`src/rtl/ps2_pkg.sv`:
```
// Shared types and constants for the PS/2 keyboard receiver.
package ps2_pkg;

  typedef enum logic [1:0] {
    ST_IDLE   = 2'd0,
    ST_DATA   = 2'd1,
    ST_PARITY = 2'd2,
    ST_STOP   = 2'd3
  } ps2_state_e;

  localparam int unsigned PS2_FRAME_BITS      = 11;
  localparam int unsigned PS2_TIMEOUT_DEFAULT = 4096;

endpackage

```
`src/rtl/ps2_fifo.sv`:
```
// Byte FIFO for received scancodes; pop on empty and push on full (without pop) are dropped.
module ps2_fifo #(
  parameter int unsigned AW = 3
) (
  input  logic       clk,
  input  logic       rst,
  input  logic       push,
  input  logic       pop,
  input  logic [7:0] din,
  output logic [7:0] dout,
  output logic       empty,
  output logic       full
);

  localparam int unsigned DEPTH = 1 << AW;
  localparam int unsigned CW    = AW + 1;

  logic [7:0]    mem_q [DEPTH];
  logic [AW-1:0] wr_ptr_q, wr_ptr_d;
  logic [AW-1:0] rd_ptr_q, rd_ptr_d;
  logic [CW-1:0] count_q, count_d;
  logic          do_push_c;
  logic          do_pop_c;

  assign empty     = (count_q == '0);
  assign full      = (count_q == CW'(DEPTH));
  assign do_pop_c  = pop & ~empty;
  // A full FIFO still accepts a push when the same cycle frees a slot.
  assign do_push_c = push & (~full | do_pop_c);
  assign dout      = empty ? 8'h00 : mem_q[rd_ptr_q];

  always_comb begin
    wr_ptr_d = wr_ptr_q;
    rd_ptr_d = rd_ptr_q;
    count_d  = count_q;
    if (do_push_c) wr_ptr_d = wr_ptr_q + AW'(1);
    if (do_pop_c)  rd_ptr_d = rd_ptr_q + AW'(1);
    case ({do_push_c, do_pop_c})
      2'b10:   count_d = count_q + CW'(1);
      2'b01:   count_d = count_q - CW'(1);
      default: count_d = count_q;
    endcase
  end

  always_ff @(posedge clk or posedge rst) begin
    if (rst) begin
      wr_ptr_q <= '0;
      rd_ptr_q <= '0;
      count_q  <= '0;
    end else begin
      wr_ptr_q <= wr_ptr_d;
      rd_ptr_q <= rd_ptr_d;
      count_q  <= count_d;
    end
  end

  always_ff @(posedge clk) begin
    if (do_push_c) mem_q[wr_ptr_q] <= din;
  end

endmodule

```
`src/rtl/ps2_keyboard.sv`:
```
// PS/2 keyboard receiver with scancode FIFO and sticky error/overflow flags.
// Define PS2_PARITY_CHECK_EN to reject frames failing odd parity.
module ps2_keyboard
  import ps2_pkg::*;
#(
  parameter int unsigned FIFO_AW = 3,
  parameter int unsigned TIMEOUT = PS2_TIMEOUT_DEFAULT
) (
  input  logic       clock,
  input  logic       reset,
  input  logic       ps2_clk,
  input  logic       ps2_dat,
  output logic [7:0] kbd_data,
  output logic       kbd_ready,
  input  logic       kbd_ack,
  output logic       kbd_ovf,
  output logic       kbd_err,
  input  logic       kbd_clr
);

  localparam int unsigned DATA_BITS = PS2_FRAME_BITS - 3;
  localparam int unsigned BC_W      = $clog2(DATA_BITS);
  localparam int unsigned TO_W      = $clog2(TIMEOUT) + 1;

  logic                 ps2_clk_meta_q, ps2_clk_sync_q, ps2_clk_prev_q;
  logic                 ps2_dat_meta_q, ps2_dat_sync_q;
  ps2_state_e           state_q, state_d;
  logic [BC_W-1:0]      bit_cnt_q, bit_cnt_d;
  logic [DATA_BITS-1:0] shift_q, shift_d;
  logic [TO_W-1:0]      to_cnt_q, to_cnt_d;
  logic                 push_q, push_d;
  logic                 kbd_err_q, kbd_err_d;
  logic                 kbd_ovf_q, kbd_ovf_d;
  logic                 fall_c, dat_c, timeout_c, frame_ok_c, err_set_c;
  logic                 fifo_empty, fifo_full;
  logic [7:0]           fifo_dout;

  assign fall_c    = ps2_clk_prev_q & ~ps2_clk_sync_q;
  assign dat_c     = ps2_dat_sync_q;
  assign timeout_c = (state_q != ST_IDLE) && !fall_c && (to_cnt_q == TO_W'(TIMEOUT - 1));

`ifdef PS2_PARITY_CHECK_EN
  logic parity_q, parity_d;
  assign frame_ok_c = dat_c & (^{shift_q, parity_q});
  assign parity_d   = (fall_c && state_q == ST_PARITY) ? dat_c : parity_q;
  always_ff @(posedge clock or posedge reset) begin
    if (reset) parity_q <= 1'b0;
    else       parity_q <= parity_d;
  end
`else
  assign frame_ok_c = dat_c;
`endif

  // State register plus synchronizers and datapath flops.
  always_ff @(posedge clock or posedge reset) begin
    if (reset) begin
      ps2_clk_meta_q <= 1'b1;
      ps2_clk_sync_q <= 1'b1;
      ps2_clk_prev_q <= 1'b1;
      ps2_dat_meta_q <= 1'b1;
      ps2_dat_sync_q <= 1'b1;
      state_q        <= ST_IDLE;
      bit_cnt_q      <= '0;
      shift_q        <= '0;
      to_cnt_q       <= '0;
      push_q         <= 1'b0;
      kbd_err_q      <= 1'b0;
      kbd_ovf_q      <= 1'b0;
    end else begin
      ps2_clk_meta_q <= ps2_clk;
      ps2_clk_sync_q <= ps2_clk_meta_q;
      ps2_clk_prev_q <= ps2_clk_sync_q;
      ps2_dat_meta_q <= ps2_dat;
      ps2_dat_sync_q <= ps2_dat_meta_q;
      state_q        <= state_d;
      bit_cnt_q      <= bit_cnt_d;
      shift_q        <= shift_d;
      to_cnt_q       <= to_cnt_d;
      push_q         <= push_d;
      kbd_err_q      <= kbd_err_d;
      kbd_ovf_q      <= kbd_ovf_d;
    end
  end

  // Next-state logic; a timeout overrides any frame progress.
  always_comb begin
    state_d = state_q;
    if (timeout_c) begin
      state_d = ST_IDLE;
    end else if (fall_c) begin
      case (state_q)
        ST_IDLE:   if (!dat_c) state_d = ST_DATA;
        ST_DATA:   if (bit_cnt_q == BC_W'(DATA_BITS - 1)) state_d = ST_PARITY;
        ST_PARITY: state_d = ST_STOP;
        ST_STOP:   state_d = ST_IDLE;
        default:   state_d = ST_IDLE;
      endcase
    end
  end

  // Datapath and flag updates; a flag set beats a same-cycle clear.
  always_comb begin
    bit_cnt_d = bit_cnt_q;
    shift_d   = shift_q;
    to_cnt_d  = to_cnt_q;
    push_d    = 1'b0;
    err_set_c = 1'b0;
    if (state_q == ST_IDLE || fall_c || timeout_c) to_cnt_d = '0;
    else                                           to_cnt_d = to_cnt_q + TO_W'(1);
    if (timeout_c) begin
      bit_cnt_d = '0;
      err_set_c = 1'b1;
    end else if (fall_c) begin
      case (state_q)
        ST_IDLE: begin
          bit_cnt_d = '0;
          err_set_c = dat_c;
        end
        ST_DATA: begin
          shift_d   = {dat_c, shift_q[DATA_BITS-1:1]};
          bit_cnt_d = (bit_cnt_q == BC_W'(DATA_BITS - 1)) ? '0 : bit_cnt_q + BC_W'(1);
        end
        ST_STOP: begin
          push_d    = frame_ok_c;
          err_set_c = ~frame_ok_c;
        end
        default: ;
      endcase
    end
    kbd_err_d = err_set_c | (kbd_err_q & ~kbd_clr);
    kbd_ovf_d = (push_q & fifo_full & ~kbd_ack) | (kbd_ovf_q & ~kbd_clr);
  end

  ps2_fifo #(.AW(FIFO_AW)) u_fifo (
    .clk   (clock),
    .rst   (reset),
    .push  (push_q),
    .pop   (kbd_ack),
    .din   (shift_q),
    .dout  (fifo_dout),
    .empty (fifo_empty),
    .full  (fifo_full)
  );

  assign kbd_data  = fifo_dout;
  assign kbd_ready = ~fifo_empty;
  assign kbd_ovf   = kbd_ovf_q;
  assign kbd_err   = kbd_err_q;

endmodule
```
`config.mk`:
```
export PLATFORM = sky130hd
export DESIGN_NAME = ps2_keyboard
export DESIGN_NICKNAME = d
export VERILOG_FILES = /design/src/rtl/ps2_pkg.sv /design/src/rtl/ps2_fifo.sv /design/src/rtl/ps2_keyboard.sv
export SDC_FILE = /design/constraint.sdc
export NUM_CORES = 1
export LEC_CHECK = 0
export ABC_AREA = 1
export CELL_PAD_IN_SITES_DETAIL_PLACEMENT = 1
export CELL_PAD_IN_SITES_GLOBAL_PLACEMENT = 1
export CORE_MARGIN = 2
export CORE_UTILIZATION = 40
export CTS_CLUSTER_SIZE = 14
export DETAILED_ROUTE_END_ITERATION = 12
export GPL_ROUTABILITY_DRIVEN = 0
export GPL_TIMING_DRIVEN = 0
export PLACE_DENSITY = 0.77
export SKIP_LAST_GASP = 1
export SLEW_MARGIN = 5
export SYNTH_ARGS = -nofsm -noshare
export SYNTH_HDL_FRONTEND = slang
export SYNTH_SLANG_ARGS = --single-unit
```
`constraint.sdc`:
```
create_clock -name clock -period 5.3 [get_ports clock]
set_input_delay 0.53 -clock clock [delete_from_list [all_inputs] [get_ports clock]]
set_output_delay 0.53 -clock clock [all_outputs]
set_load 0.03 [all_outputs]
```
Word level (Yosys, flattened, before mapping)
Memory sizes are Yosys's and may differ from the RTL's.
Cells that the tools add are included.
Operators by class
  equal/unequal tests: 10
  $add $sub $neg: 6
  div/mod/pow operators: 0
  bitwise gates (word level): 17
  shifts and indexed selects: 0
  multiplexer cells: 20
  reduce and logical (&&, ||, !) cells: 14
  magnitude comparators: 0
  $mul: 0
Operators with widths (count)
  13-bit by 1-bit adder with 13-bit output, second input constant: 1
  13-bit by 12-bit == test with 1-bit output, second input constant: 1
  13-bit two-way mux: 1
  3-bit by 1-bit adder with 3-bit output, second input constant: 3
  3-bit two-way mux: 3
  2-bit two-way mux: 4
  8-bit two-way mux: 1
  2-bit one-hot mux with 4 select lines: 1
  4-bit one-hot mux with 2 select lines: 1
  1-bit AND: 7
  1-bit two-way mux: 7
  1-bit NOT: 7
  2-bit == test, second input constant: 3
  3-bit != test, second input constant: 2
  3-bit one-hot mux with 2 select lines: 1
  3-bit AND reduction: 2
  2-bit nonzero test: 3
  4-bit by 1-bit adder with 4-bit output, second input constant: 1
  2-bit by 1-bit == test with 1-bit output, second input constant: 2
  4-bit == test, second input constant: 1
  4-bit zero test: 1
  4-bit by 1-bit subtractor with 4-bit output, second input constant: 1
  3-bit == test, second input constant: 1
  1-bit bitwise OR: 3
  7 further kinds: 9
Word-level totals
  input port bits: 6
  register bits after elaboration: 44
  memories kept: 1
  bits in latches: 0
  RAM bits: 64
  output and inout bits: 11
  bits in read-only memories: 0
  logic and storage cells: 83
Memory list
  u_fifo.mem_q: depth 8, width 8, read ports 1, clocked after Yosys merged registers in 0, write ports 1, line ps2_fifo.sv:18  | logic [7:0] mem_q [DEPTH];

Depth between registers and ports, before layout
  depth after elaboration: 7
  gate-level depth with buffers: 14

Hierarchy
From an unflattened synthesis, not the netlist that was laid out.
Unflattened totals
  cell total of the unflattened synthesis: 437
  area total of the unflattened synthesis: 4872.2 µm²
By module, submodules not included
  ps2_fifo: area an instance 3216.8 µm², seq. area each 2172.1 µm², instances 1, cells an instance 273
  ps2_keyboard: area an instance 1655.3 µm², seq. area each 857.1 µm², instances 1, cells an instance 164

Worst setup path after synthesis
OpenSTA, ideal clock, no wires.
  path kind: register to register
  start: register u_fifo.count_q[0]
  end: register u_fifo.count_q[2]
  path buffers: 0
  data arrival time: 2.187 ns
  period minus slack after synthesis: 2.315 ns
  path slack: 2.985 ns
  required time: 5.172 ns
  stages on the path, launching flop included: 12
  path through: dfrtp_1 -> nor2_2 -> nand3_2 -> nand2_1 -> inv_1 -> ha_1 -> xor2_1 -> ha_1 -> a21o_1 -> or2_2 -> nand3_1 -> o21ai_0
On the way
  cells in the longest elaborated chain, start to end: 7
  elaborated cells between the ends (all ways): 13
  classes of those cells: 2 x add/sub; 3 x eq/ne; 1 x mux; 5 x bitwise; 2 x reduce/logical
RTL lines
  start, declared: line ps2_fifo.sv:21  | logic [CW-1:0] count_q, count_d;
  start signal, assigned: line ps2_fifo.sv:53  | count_q <= count_d;
  4-bit zero test *: line ps2_fifo.sv:25  | assign empty = (count_q == '0);
  1-bit NOT *
  named net kbd_ready: line ps2_keyboard.sv:14  | output logic kbd_ready,
  1-bit AND *: line ps2_fifo.sv:27  | assign do_pop_c = pop & ~empty;
  named net u_fifo.do_pop_c: line ps2_fifo.sv:23  | logic do_pop_c;
  1-bit bitwise OR: line ps2_fifo.sv:29  | assign do_push_c = push & (~full | do_pop_c);
  1-bit AND: line ps2_fifo.sv:29
  2-bit by 1-bit == test with 1-bit output / 2-bit == test (equally long branches): line ps2_fifo.sv:38  | case ({do_push_c, do_pop_c})
  4-bit one-hot mux with 2 select lines / 2-bit nonzero test (equally long branches)
The timed path passes the listed nets; every way through them passes the cells marked *.
A chain may end at the register's enable or synchronous reset.

Worst setup path in the final report
  start: register u_fifo.rd_ptr_q[0]
  end: output port kbd_data[0]
On the way
  cells in the longest elaborated chain, start to end: 2
RTL lines
  start, declared: line ps2_fifo.sv:20  | logic [AW-1:0] rd_ptr_q, rd_ptr_d;
  start signal, assigned: line ps2_fifo.sv:52  | rd_ptr_q <= rd_ptr_d;
  memory 8 x 8 bit
  8-bit two-way mux: line ps2_fifo.sv:30  | assign dout = empty ? 8'h00 : mem_q[rd_ptr_q];
  end, declared: line ps2_keyboard.sv:13  | output logic [7:0] kbd_data,
Every way passes these cells.

==> insert_results.sql <==
INSERT INTO impl_metrics (metric_group, metric, value, unit) VALUES
('outcome', 'status', 'finished, final reports clean', ''),
('route', 'wirelength', '10400', 'µm'),
('floorplan', 'floorplan.initialDensity', '41.0', '%'),
('timing', 'final-max-slew-violation-count', '0', ''),
('clock_network', 'ctsRootBufferMaster', 'clkbuf_16', ''),
('global_route', 'number_of_antenna_violations_at_the_first_check_in_global_routing', '0', ''),
('clock_network', 'worst_skew_pair.late_latency', '0.34', 'ns'),
('timing', 'final_cycle_share', '57.2', '%'),
('synthesis', 'synth.ff_latch_count', '108', ''),
('floorplan', 'die_width', '112', 'µm'),
('timing', 'rsz0062_at_grt', 'no', ''),
('worst_setup_path', 'r2r.worst_path.cells', '11', ''),
('route', 'dr.first_iter.drc_count', '189', ''),
('layout', 'antenna_cells_inserted', '0', ''),
('clock_network', 'post-cts-setup-buffer-count', '0', ''),
('timing', 'setup_total_negative_slack', '0', 'ns'),
('worst_setup_path', 'classification_of_the_worst_setup_path', 'register to output port', ''),
('clock_network', 'clock_path_buffers', '2', ''),
('global_route', 'first_global_vias', '3346', ''),
('pwr', 'vdd.ir_drop.worst', '0.000372', 'V'),
('synthesis', 'post_synth_num_cell_types', '39', ''),
('synthesis', 'netlist_area', '0.00470', 'mm²'),
('worst_setup_path', 'worst-endpoint-arrival', '2.50', 'ns'),
('placement', 'hpwlAfterDp', '7390', 'µm'),
('worst_setup_path', 'cp-start-kind', 'register', ''),
('worst_setup_path', 'reg2reg_from', 'u_fifo.count_q[0]$_DFFE_PP0P_', ''),
('timing', 'maxClockFrequency', '330', 'MHz'),
('synthesis', 'proportion_of_synthesized_chip_area_in_sequential_cells', '64.4', '%'),
('synthesis', 'mappedNetlistNets', '451', ''),
('floorplan', 'overall_die_area', '0.0126', 'mm²'),
('layout', 'design.final.nets', '479', ''),
('floorplan', 'placementRows', '39', ''),
('layout', 'seq_area', '0.00303', 'mm²'),
('clock_network', 'post_cts.resized_instances', '0', ''),
('floorplan', 'number_of_primary_i_o_pins', '17', ''),
('worst_setup_path', 'worstSetupEndpoint', 'kbd_data[0]', ''),
('pwr', 'power.leakage', '2.15', 'nW'),
('route', 'vias_per_cell', '5.26', ''),
('worst_hold_path', 'class_of_the_worst_hold_path', 'register to register', ''),
('worst_setup_path', 'reg2reg_slack', '2.85', 'ns'),
('floorplan', 'die_height', '112', 'µm'),
('worst_setup_path', 'critical_path.endpoint_type', 'output port', ''),
('global_route', 'grt_first_pass_wirelength', '17400', 'µm'),
('route', 'drt_pass1_iterations', '4', ''),
('synthesis', 'warning_count_from_the_yosys_run', '0', ''),
('global_route', 'grt_usage', '17.7', '%'),
('clock_network', 'cts_tree', 'yes', ''),
('clock_network', 'total_cts_buffers', '9', ''),
('placement', 'numPortBuffers', '16', ''),
('timing', 'report.final.setup_viol', '0', ''),
('layout', 'num-fill-cells', '1272', ''),
('placement', 'post_dp_cell_area', '0.00506', 'mm²'),
('route', 'drt_drc_violations_left', '0', ''),
('worst_setup_path', 'worst_ep_required_time', '4.77', 'ns'),
('timing', 'worst_clock_skew', '0.0103', 'ns'),
('layout', 'layout-drive-gt1-share', '12.5', '%'),
('worst_setup_path', 'timing.rr.end', 'u_fifo.count_q[2]$_DFFE_PP0P_', ''),
('clock_network', 'numClockSinks', '108', ''),
('global_route', 'grt_max_degree', '40', ''),
('timing', 'period_minus_slack', '3.03', 'ns'),
('synthesis', 'post_synth_inst_count', '432', ''),
('worst_setup_path', 'crit_fanout', '10', ''),
('synthesis', 'syn_avg_cell_area', '10.9', 'µm²'),
('worst_setup_path', 'worst_setup_path_startpoint', 'u_fifo.rd_ptr_q[0]$_DFFE_PP0P_', ''),
('layout', 'areaGrowthSynthToFinish', '13.7', '%'),
('clock_network', 'clk_pin_slew', '0.07', 'ns'),
('global_route', 'global_route_overflow', '0', ''),
('layout', 'final_design_area_no_fill', '0.00535', 'mm²'),
('layout', 'multi_input_area', '0.00147', 'mm²'),
('job', 'cap_violations', '0', ''),
('route', 'post_drt_wl_per_cell', '17.1', 'µm'),
('floorplan', 'core_area', '0.0115', 'mm²'),
('clock_network', 'clock_tree.htree_level_count', '3', ''),
('clock_network', 'cts.hold.buffers_added', '0', ''),
('route', 'antenna_violating_nets_post_route', '0', ''),
('timing', 'relSlewSlack', '43.0', '%'),
('pwr', 'power-per-cell-area', '538', 'mW/mm²'),
('timing', 'report.final.hold_viol_count', '0', ''),
('route', 'vias', '3201', ''),
('timing', 'tightest_slew', '0.852', 'ns');
cells by family (layout without fill, tap and decap cells):
logic type,after synthesis,in the layout,share of synthesized area [%]
buffers and inverters,49,82,4.39
multiplexers,5,5,1.20
AND/OR/NAND/NOR,182,182,17.1
flip-flops,108,108,64.4
AO/OA/AOI/OAI,71,71,8.70
XOR/XNOR,4,4,0.745
adder cells (fa/ha/maj),13,13,3.46
layout by cell type (no fill, tap or decap), drive strengths merged, types with 2 or more instances in the layout:
cell type      count
buf               11
xnor2              2
nand3             15
or2                3
nor2              84
o211ai            10
clkinvlp           3
nor3               6
edfxtp            64
clkbuf            13
clkdlybuf4s50     16
nand4              6
o21a               2
nor3b              2
dfrtp             39
mux2               5
o22ai              8
xor2               2
nand2             66
o21ai             40
inv               37
a21oi              6
dfstp              5
ha                13
synth_stat cells (all sizes together):
cell / number / area, µm²
dfrtp: 39 / 976
o21ai: 40 / 200
o21a: 2 / 15.0
nor2: 84 / 340
ha: 13 / 163
nor3b: 2 / 15.0
or2: 3 / 21.3
o22ai: 8 / 50.1
o31ai: 1 / 7.51
o211ai: 10 / 75.1
inv: 37 / 139
xnor2: 2 / 17.5
edfxtp: 64 / 1920
mux2: 5 / 56.3
xor2: 2 / 17.5
nand3: 15 / 85.1
clkbuf: 2 / 8.75
nand2: 66 / 258
a21oi: 6 / 30.0
dfstp: 5 / 131
o221ai: 1 / 8.76
buf: 10 / 58.8
nand4: 6 / 37.5
a21o: 1 / 7.51
nor3: 6 / 46.3
a211oi: 1 / 7.51
o21bai: 1 / 7.51
critical path, stage by stage, from the launching register on:
cell,delay (ns)
dfrtp_1,0.48
inv_2,0.15
buf_2,0.27
nor2_1,0.07
o211ai_1,0.19
nand2_1,0.11
nor2_1,0.18
clkdlybuf4s50_1,0.70
final cells by class:
type                       count  share of cell area (%)
buffer                        12                    1.26
clock buffer                  11                    4.35
clock inverter                 5                   0.983
inverter                      37                    2.60
multi-input combinational    275                    27.4
sequential                   108                    56.7
tap                          143                    3.35
timing repair buffer          17                    3.37
flip-flops by register name, summed over array words and instances, names as in the netlist, 2 cells and up:
register         flops
state_q              2
u_fifo.mem_q        64
to_cnt_q            13
u_fifo.wr_ptr_q      3
bit_cnt_q            3
shift_q              8
u_fifo.rd_ptr_q      3
u_fifo.count_q       4
layer usage:
| layer | track usage, % | up-vias | routed length, µm |
|---|---|---|---|
| li1 | - | 1526 | - |
| met1 | 22.5 | 1601 | 4510 |
| met2 | 30.8 | 58 | 5380 |
| met3 | 3.46 | 16 | 358 |
| met4 | 5.53 | 0 | 171 |
| met5 | 0 | - | 0 |
stage by stage:
stage | worst slack (ns) | utilization (%) | std cells | hold WS [ns] | power [W]
after floorplan | 2.99 | - | 432 | 0.345 | 0.00184
after global placement | 2.67 | 44.0 | 591 | 0.347 | 0.00218
after detailed placement | 2.63 | 44.1 | 592 | 0.347 | 0.00225
after CTS | 2.26 | 46.6 | 608 | 0.360 | 0.00290
after global routing | 2.13 | 46.6 | 608 | 0.365 | 0.00307
final | 2.27 | 46.6 | 608 | 0.358 | 0.00288
how the worst min path moves through the flow:
stage | slack (ns) | from | depth (start not counted) | to
global route | 0.37 | ps2_dat_meta_q$_DFF_PP1_ | 0 | dat_c$_DFF_PP1_
finish | 0.36 | ps2_dat_meta_q$_DFF_PP1_ | 0 | dat_c$_DFF_PP1_
global placement | 0.35 | ps2_dat_meta_q$_DFF_PP1_ | 0 | dat_c$_DFF_PP1_
floorplan | 0.35 | ps2_dat_meta_q$_DFF_PP1_ | 0 | dat_c$_DFF_PP1_
detailed placement | 0.35 | ps2_clk_meta_q$_DFF_PP1_ | 0 | ps2_clk_sync_q$_DFF_PP1_
CTS | 0.36 | ps2_dat_meta_q$_DFF_PP1_ | 0 | dat_c$_DFF_PP1_
power by group:
group	internal, W	switching, W	leakage [nW]
clock	0.000364	0.000288	0.132
sequential	0.00104	0.000142	1.15
combinational	0.000378	0.000663	0.865
Power figures use the tool's default switching activity.
